### src/rtl/mmio_timer.sv
// Memory-mapped 32-bit timer with prescaler, compare match, optional auto-reload
// and a level interrupt. Reads are registered and acknowledged one cycle later.
module mmio_timer #(
  parameter logic [31:0] PRESCALE_RST = 32'd11999,
  parameter logic [31:0] COMPARE_RST  = 32'hFFFFFFFF
) (
  input  logic        clk,
  input  logic        rst,
  input  logic [2:0]  addr,
  input  logic [31:0] data_in,
  input  logic [3:0]  sel,
  input  logic        mem_en,
  input  logic        mem_write,
  output logic [31:0] data_out,
  output logic        read_ack,
  output logic        irq
);

  typedef enum logic [2:0] {
    REG_CTRL     = 3'd0,
    REG_PRESCALE = 3'd1,
    REG_COUNT    = 3'd2,
    REG_COMPARE  = 3'd3,
    REG_STATUS   = 3'd4
  } reg_e;

  logic [2:0]  ctrl;
  logic [31:0] prescale;
  logic [31:0] count;
  logic [31:0] compare;
  logic [31:0] pre_cnt;
  logic        match;

  logic [31:0] wmask;
  logic [31:0] rdata;
  logic [2:0]  ctrl_nxt;
  logic        wr, wr_ctrl, wr_pre, wr_count, wr_cmp, wr_status;
  logic        en_rise, tick, hit, rd_accept;

  always_comb begin
    wmask = '0;
    for (int unsigned i = 0; i < 4; i++) begin
      wmask[8*i +: 8] = {8{sel[i]}};
    end
  end

  assign wr        = mem_en & mem_write;
  assign wr_ctrl   = wr & (addr == REG_CTRL);
  assign wr_pre    = wr & (addr == REG_PRESCALE);
  assign wr_count  = wr & (addr == REG_COUNT);
  assign wr_cmp    = wr & (addr == REG_COMPARE);
  assign wr_status = wr & (addr == REG_STATUS);

  assign ctrl_nxt  = wr_ctrl ? ((ctrl & ~wmask[2:0]) | (data_in[2:0] & wmask[2:0])) : ctrl;
  assign en_rise   = ~ctrl[0] & ctrl_nxt[0];
  // Tick and match are judged on pre-edge state so same-edge bus writes never
  // feed back into this cycle's comparison.
  assign tick      = ctrl[0] & (pre_cnt == prescale);
  assign hit       = tick & (count == compare);
  assign rd_accept = mem_en & ~mem_write & ~read_ack;

  always_comb begin
    rdata = '0;
    case (addr)
      REG_CTRL:     rdata = {29'd0, ctrl};
      REG_PRESCALE: rdata = prescale;
      REG_COUNT:    rdata = count;
      REG_COMPARE:  rdata = compare;
      REG_STATUS:   rdata = {31'd0, match};
      default:      rdata = '0;
    endcase
  end

  always_ff @(posedge clk) begin
    if (rst) begin
      ctrl     <= '0;
      prescale <= PRESCALE_RST;
      count    <= '0;
      compare  <= COMPARE_RST;
      pre_cnt  <= '0;
      match    <= 1'b0;
      data_out <= '0;
      read_ack <= 1'b0;
    end else begin
      ctrl <= ctrl_nxt;

      if (wr_pre) prescale <= (prescale & ~wmask) | (data_in & wmask);

      if (!ctrl[0] || en_rise || wr_pre) pre_cnt <= '0;
      else if (tick)                     pre_cnt <= '0;
      else                               pre_cnt <= pre_cnt + 32'd1;

      if (wr_count)  count <= (count & ~wmask) | (data_in & wmask);
      else if (tick) count <= (hit && ctrl[1]) ? '0 : count + 32'd1;

      if (wr_cmp) compare <= (compare & ~wmask) | (data_in & wmask);

      if (hit)                                 match <= 1'b1;
      else if (wr_status && sel[0] && data_in[0]) match <= 1'b0;

      read_ack <= rd_accept;
      if (rd_accept) data_out <= rdata;
    end
  end

  assign irq = match & ctrl[2];

endmodule

### config.mk
export PLATFORM = sky130hd
export DESIGN_NAME = mmio_timer
export DESIGN_NICKNAME = d
export VERILOG_FILES = /design/src/rtl/mmio_timer.sv
export SDC_FILE = /design/constraint.sdc
export NUM_CORES = 1
export LEC_CHECK = 0
export BUFFER_PORTS_ARGS = -buffer_cell sky130_fd_sc_hd__buf_2
export CAP_MARGIN = 10
export CORE_AREA = 5 5 125 127
export DETAILED_ROUTE_END_ITERATION = 8
export DIE_AREA = 0 0 130 132
export PLACE_DENSITY = 0.79
export SLEW_MARGIN = 5
export SYNTH_ARGS = -nofsm -noshare
export SYNTH_HDL_FRONTEND = slang
export SYNTH_SLANG_ARGS = --single-unit
export TNS_END_PERCENT = 20
### constraint.sdc
create_clock -name clk -period 3.1 [get_ports clk]
set_input_delay 0.31 -clock clk [delete_from_list [all_inputs] [get_ports clk]]
set_output_delay 0.31 -clock clk [all_outputs]
set_load 0.01 [all_outputs]
# [Word level (Yosys, flattened, before mapping)]
# Cells that the tools add are included.
[word_totals] regBits=165 elab_cells=61 output_inout_bits=34
[classes] n_addsub=2 n_eq_ne=6 reduce_logical=10 mux=7 bitwise_logic=27
[op_table] operator="32-bit one-hot mux with 5 select lines" count=1
[op_table] operator="32-bit bitwise AND" count=4
[op_table] operator="32-bit two-way mux" count=3
[op_table] operator="32-bit bitwise OR" count=3
[op_table] operator="32-bit by 1-bit adder with 32-bit output (second input constant)" count=2
[op_table] operator="32-bit equality test" count=2
[op_table] operator="32-bit NOT" count=1
[op_table] operator="1-bit bitwise AND" count=12
[op_table] operator="3-bit bitwise AND" count=2
[op_table] operator="3-bit by 2-bit equality test with 1-bit output (second input constant)" count=2
[op_table] operator="2-bit nonzero test" count=2
[op_table] operator="3-bit by 1-bit equality test with 1-bit output (second input constant)" count=1
[op_table] operator="3-bit equality test (second input constant)" count=1
[op_table] operator="1-bit logical AND" count=3
[op_table] operator="3-bit zero test" count=1
[op_table] operator="1-bit two-way mux" count=3
[op_table] operator="1-bit NOT" count=3
[op_table] operator="3-bit NOT" count=1
[op_table] operator="3-bit bitwise OR" count=1
[op_table] operator="3-bit OR reduction" count=1
[op_table] operator="1-bit logical OR" count=2
[op_table] operator="1-bit zero test" count=1

# [Longest topological paths before layout]
[depth] depth_word=8 mapped_depth=10 ltp_nobuf=8

# [Worst setup path before layout]
# OpenSTA, ideal clock, no wires.
[synth_timing] kind="register to register" startpoint="reg with a tool-made name" endpoint="reg with a tool-made name" period_less_slack_ns=2.181 t_required_ns=2.981 arrival_ns=2.062 setup_slack_ns=0.919 path_stages_with_launch=9 path_cell_list="dfxtp_1 clkbuf_1 xor2_1 nor4_1 nand2_1 or4_1 o21ai_1 a31oi_1 o221a_2"

==> reports/results.txt <==
outcome - finished clean
Ant. Diodes - 0
Setup Buffers After CTS - 0
number of flops mapped to enable cells by yosys - 0
Worst setup SP type - register
synthesized instance count - 1001
area share of fa/ha/maj cells after synthesis - 0.2992%
Max Cap Violations - 0
CP Class - register to register
top_reg_cell synth - dfxtp_1
Layout area overhead - 13.39%
Leakage Power - 3.453 nW
Seq pwr share - 45.6%
clock tree buffer depth - 2
flops & latches, synth - 165
GRT Total Usage - 29.51%
biggest area consumer among synthesized cells - dfxtp_1
post-layout utilization of the core - 66.25%
WL/cell - 20.44 um
Fmax - 0.3424 GHz
fraction of synthesized area in multiplexers - 7.914%
crit path DAT - 3.27 ns
CTS H-tree lvls - 4
Final Hold Vio Count - 0
DR vias - 7943
YS warnings - 0
hold_ws - 0.1294 ns
Period minus WS final - 2.921 ns
slew margin rel. - 29.65%
CORE AREA - 14310 um2
total negative slack - 0 ns
Sequential cell area - 3303 um2
Die Area - 17160 um2
Post-DP HPWL - 17880 um
drc violations - 0
Die X - 130 um
Sw Share - 23.03%
Pwr Total - 4.835 mW
Int Power - 3.722 mW
largest net degree at the start of global routing - 94
Net Sw Power - 1.114 mW
commonest cells after routing, fill and taps aside - 165 x dfxtp_1, 120 x nand2_1, 117 x nor2_1
insertion delay to the later sink of the worst-skew pair - 0.44 ns
Async SR Flop Fraction - 0%
antenna-violating nets left - 0
Final Setup Violations - 0
CTS Root Cell - clkbuf_16
clock slew at reported path FFs - 0.06 ns
top cells by area, synth - dfxtp_1 39%, nand3_1 5.9%, nand2_1 5.4%, xor2_1 5.3%, nor2_1 5.3%
Starting Density - 58.43%
num rows - 44
share of the synthesized area in the top cell type - 39.50%
via density per instance - 6.390
worst min path class - input pin to register
clock share of power - 47.2%
RSZ-0062 raised after global routing - false
fraction of layout cells with a size suffix above 1 - 15.58%
TritonCTS Sinks - 165
total power divided by cell area - 509.9 nW/um2
post-synthesis cell type count - 54
DP Worst Slack - 0.3990 ns
Critical Path Sink Type - register
largest family of logic cells by synthesized area - simple AND/OR/NAND/NOR gates
synthesized area - 8363 um2
leading cell type in the layout, fill and taps excluded - dfxtp_1
Worst Max-Slew Pin Slew - 1.055 ns
CP required - 3.45 ns
cts hold-fix bufs - 0
total gr overflow - 0
final WL - 25410 um
Die Y - 132 um
first-pass GRT wire length - 39670 um
sequential share of the synthesized area - 39.50%
Max FO, Critical Path - 10
skew final - 0.009125 ns
initial DRC count - 1213
area share of xor/xnor cells in the synthesized design - 9.829%
Slew Limit Fails - 0
simple-gate area share of the yosys netlist - 24.48%
clock buffer count from CTS - 17
footprint of the multi-input gates - 4777 um2
final-stage net count - 1094
Port Buffers - 76
DRT Pass-1 Iters - 6
final setup margin - 0.1794 ns
Synth Area in Compound Gates - 14.39%
peak supply drop - 0.0003708 V
Comb pwr share - 7.1%
Reg2Reg Depth - 7
Syn Nets - 1046
GPL Wtd Cong - 0.9946
TritonCTS clock tree - done
Avg Synthesized Cell Area - 8.355 um2
vias in the first global route - 7278
hold depth - 3
fillers - 1198
final worst path period share - 94.21%
post-CTS resize count - 0
initial antenna violation count - 0
I/O pin count - 77
[power groups by stage]
stage / sequential [mW] / clock [mW] / combinational, mW
after detailed placement: 2.25 / 0 / 0.337
after floorplan: 2.24 / 0 / 0.210
after global placement: 2.25 / 0 / 0.334
after CTS: 2.21 / 2.29 / 0.339
after global routing: 2.21 / 2.39 / 0.367
final: 2.21 / 2.28 / 0.346
[synthesized netlist by cell type, drive strengths merged (3+ instances only)]
cell type / n
o22ai: 4
xnor2: 42
xor2: 51
nand3: 99
inv: 8
and4: 5
clkbuf: 53
or3: 16
nor2: 119
nand4: 17
o21ai: 20
mux2i: 29
o21a: 3
nor2b: 5
nor3: 9
o31ai: 6
a21oi: 22
and2: 10
o31a: 3
mux2: 29
nor4: 14
and3: 12
nand2: 120
buf: 12
a211oi: 7
a22oi: 46
a31oi: 19
dfxtp: 165
or2: 3
o2bb2ai: 4
a22o: 29
[routing by layer]
metal	global-route usage (%)	routed length, um	vias up
li1	-	-	3659
met1	41.15	10310	3759
met2	44.15	11520	450
met3	6.483	2737	75
met4	12.01	846	0
met5	0	0	-
[cell type report]
class	count	share of cell area [%]
Tap cell	184	2.428
Sequential cell	165	34.83
Clock inverter	11	1.940
Inverter	9	0.3562
Multi-Input combinational cell	762	50.38
Timing Repair Buffer	94	5.436
Clock buffer	18	4.631
[cell families (layout without fill, tap and decap cells)]
| logic type | Yosys count | after routing |
|---|---|---|
| buffers and inverters | 74 | 132 |
| AO/OA/AOI/OAI | 171 | 171 |
| adder cells (fa/ha/maj) | 2 | 2 |
| flip-flops | 165 | 165 |
| AND/OR/NAND/NOR | 436 | 436 |
| multiplexers | 60 | 60 |
| XOR/XNOR | 93 | 93 |
[worst paths after layout]
kind | from | endpoint | slack (ns)
worst min register to register | pre_cnt[0]$_SDFF_PP0_ | pre_cnt[0]$_SDFF_PP0_ | 0.49
worst min-delay path | data_in[11] | register | 0.13
worst max-delay path | register | register | 0.18
worst max register to register | register | register | 0.18
[per-stage QoR]
stage | instances | instance area, um2
5_1_grt | 1243 | 9483
4_1_cts | 1243 | 9483
6_report | 1243 | 9483
2_1_floorplan | 1001 | 8363
3_5_place_dp | 1214 | 8860
3_3_place_gp | 1214 | 8860
[critical path, cell delays in order (launching register included)]
cell	delay, ns
dfxtp_1	0.47
xnor2_1	0.17
nand4_1	0.10
nor4_1	0.58
nand4_1	0.60
nor2_2	0.57
a22oi_1	0.13
a31oi_1	0.21
(Power assumes the default switching activity.)
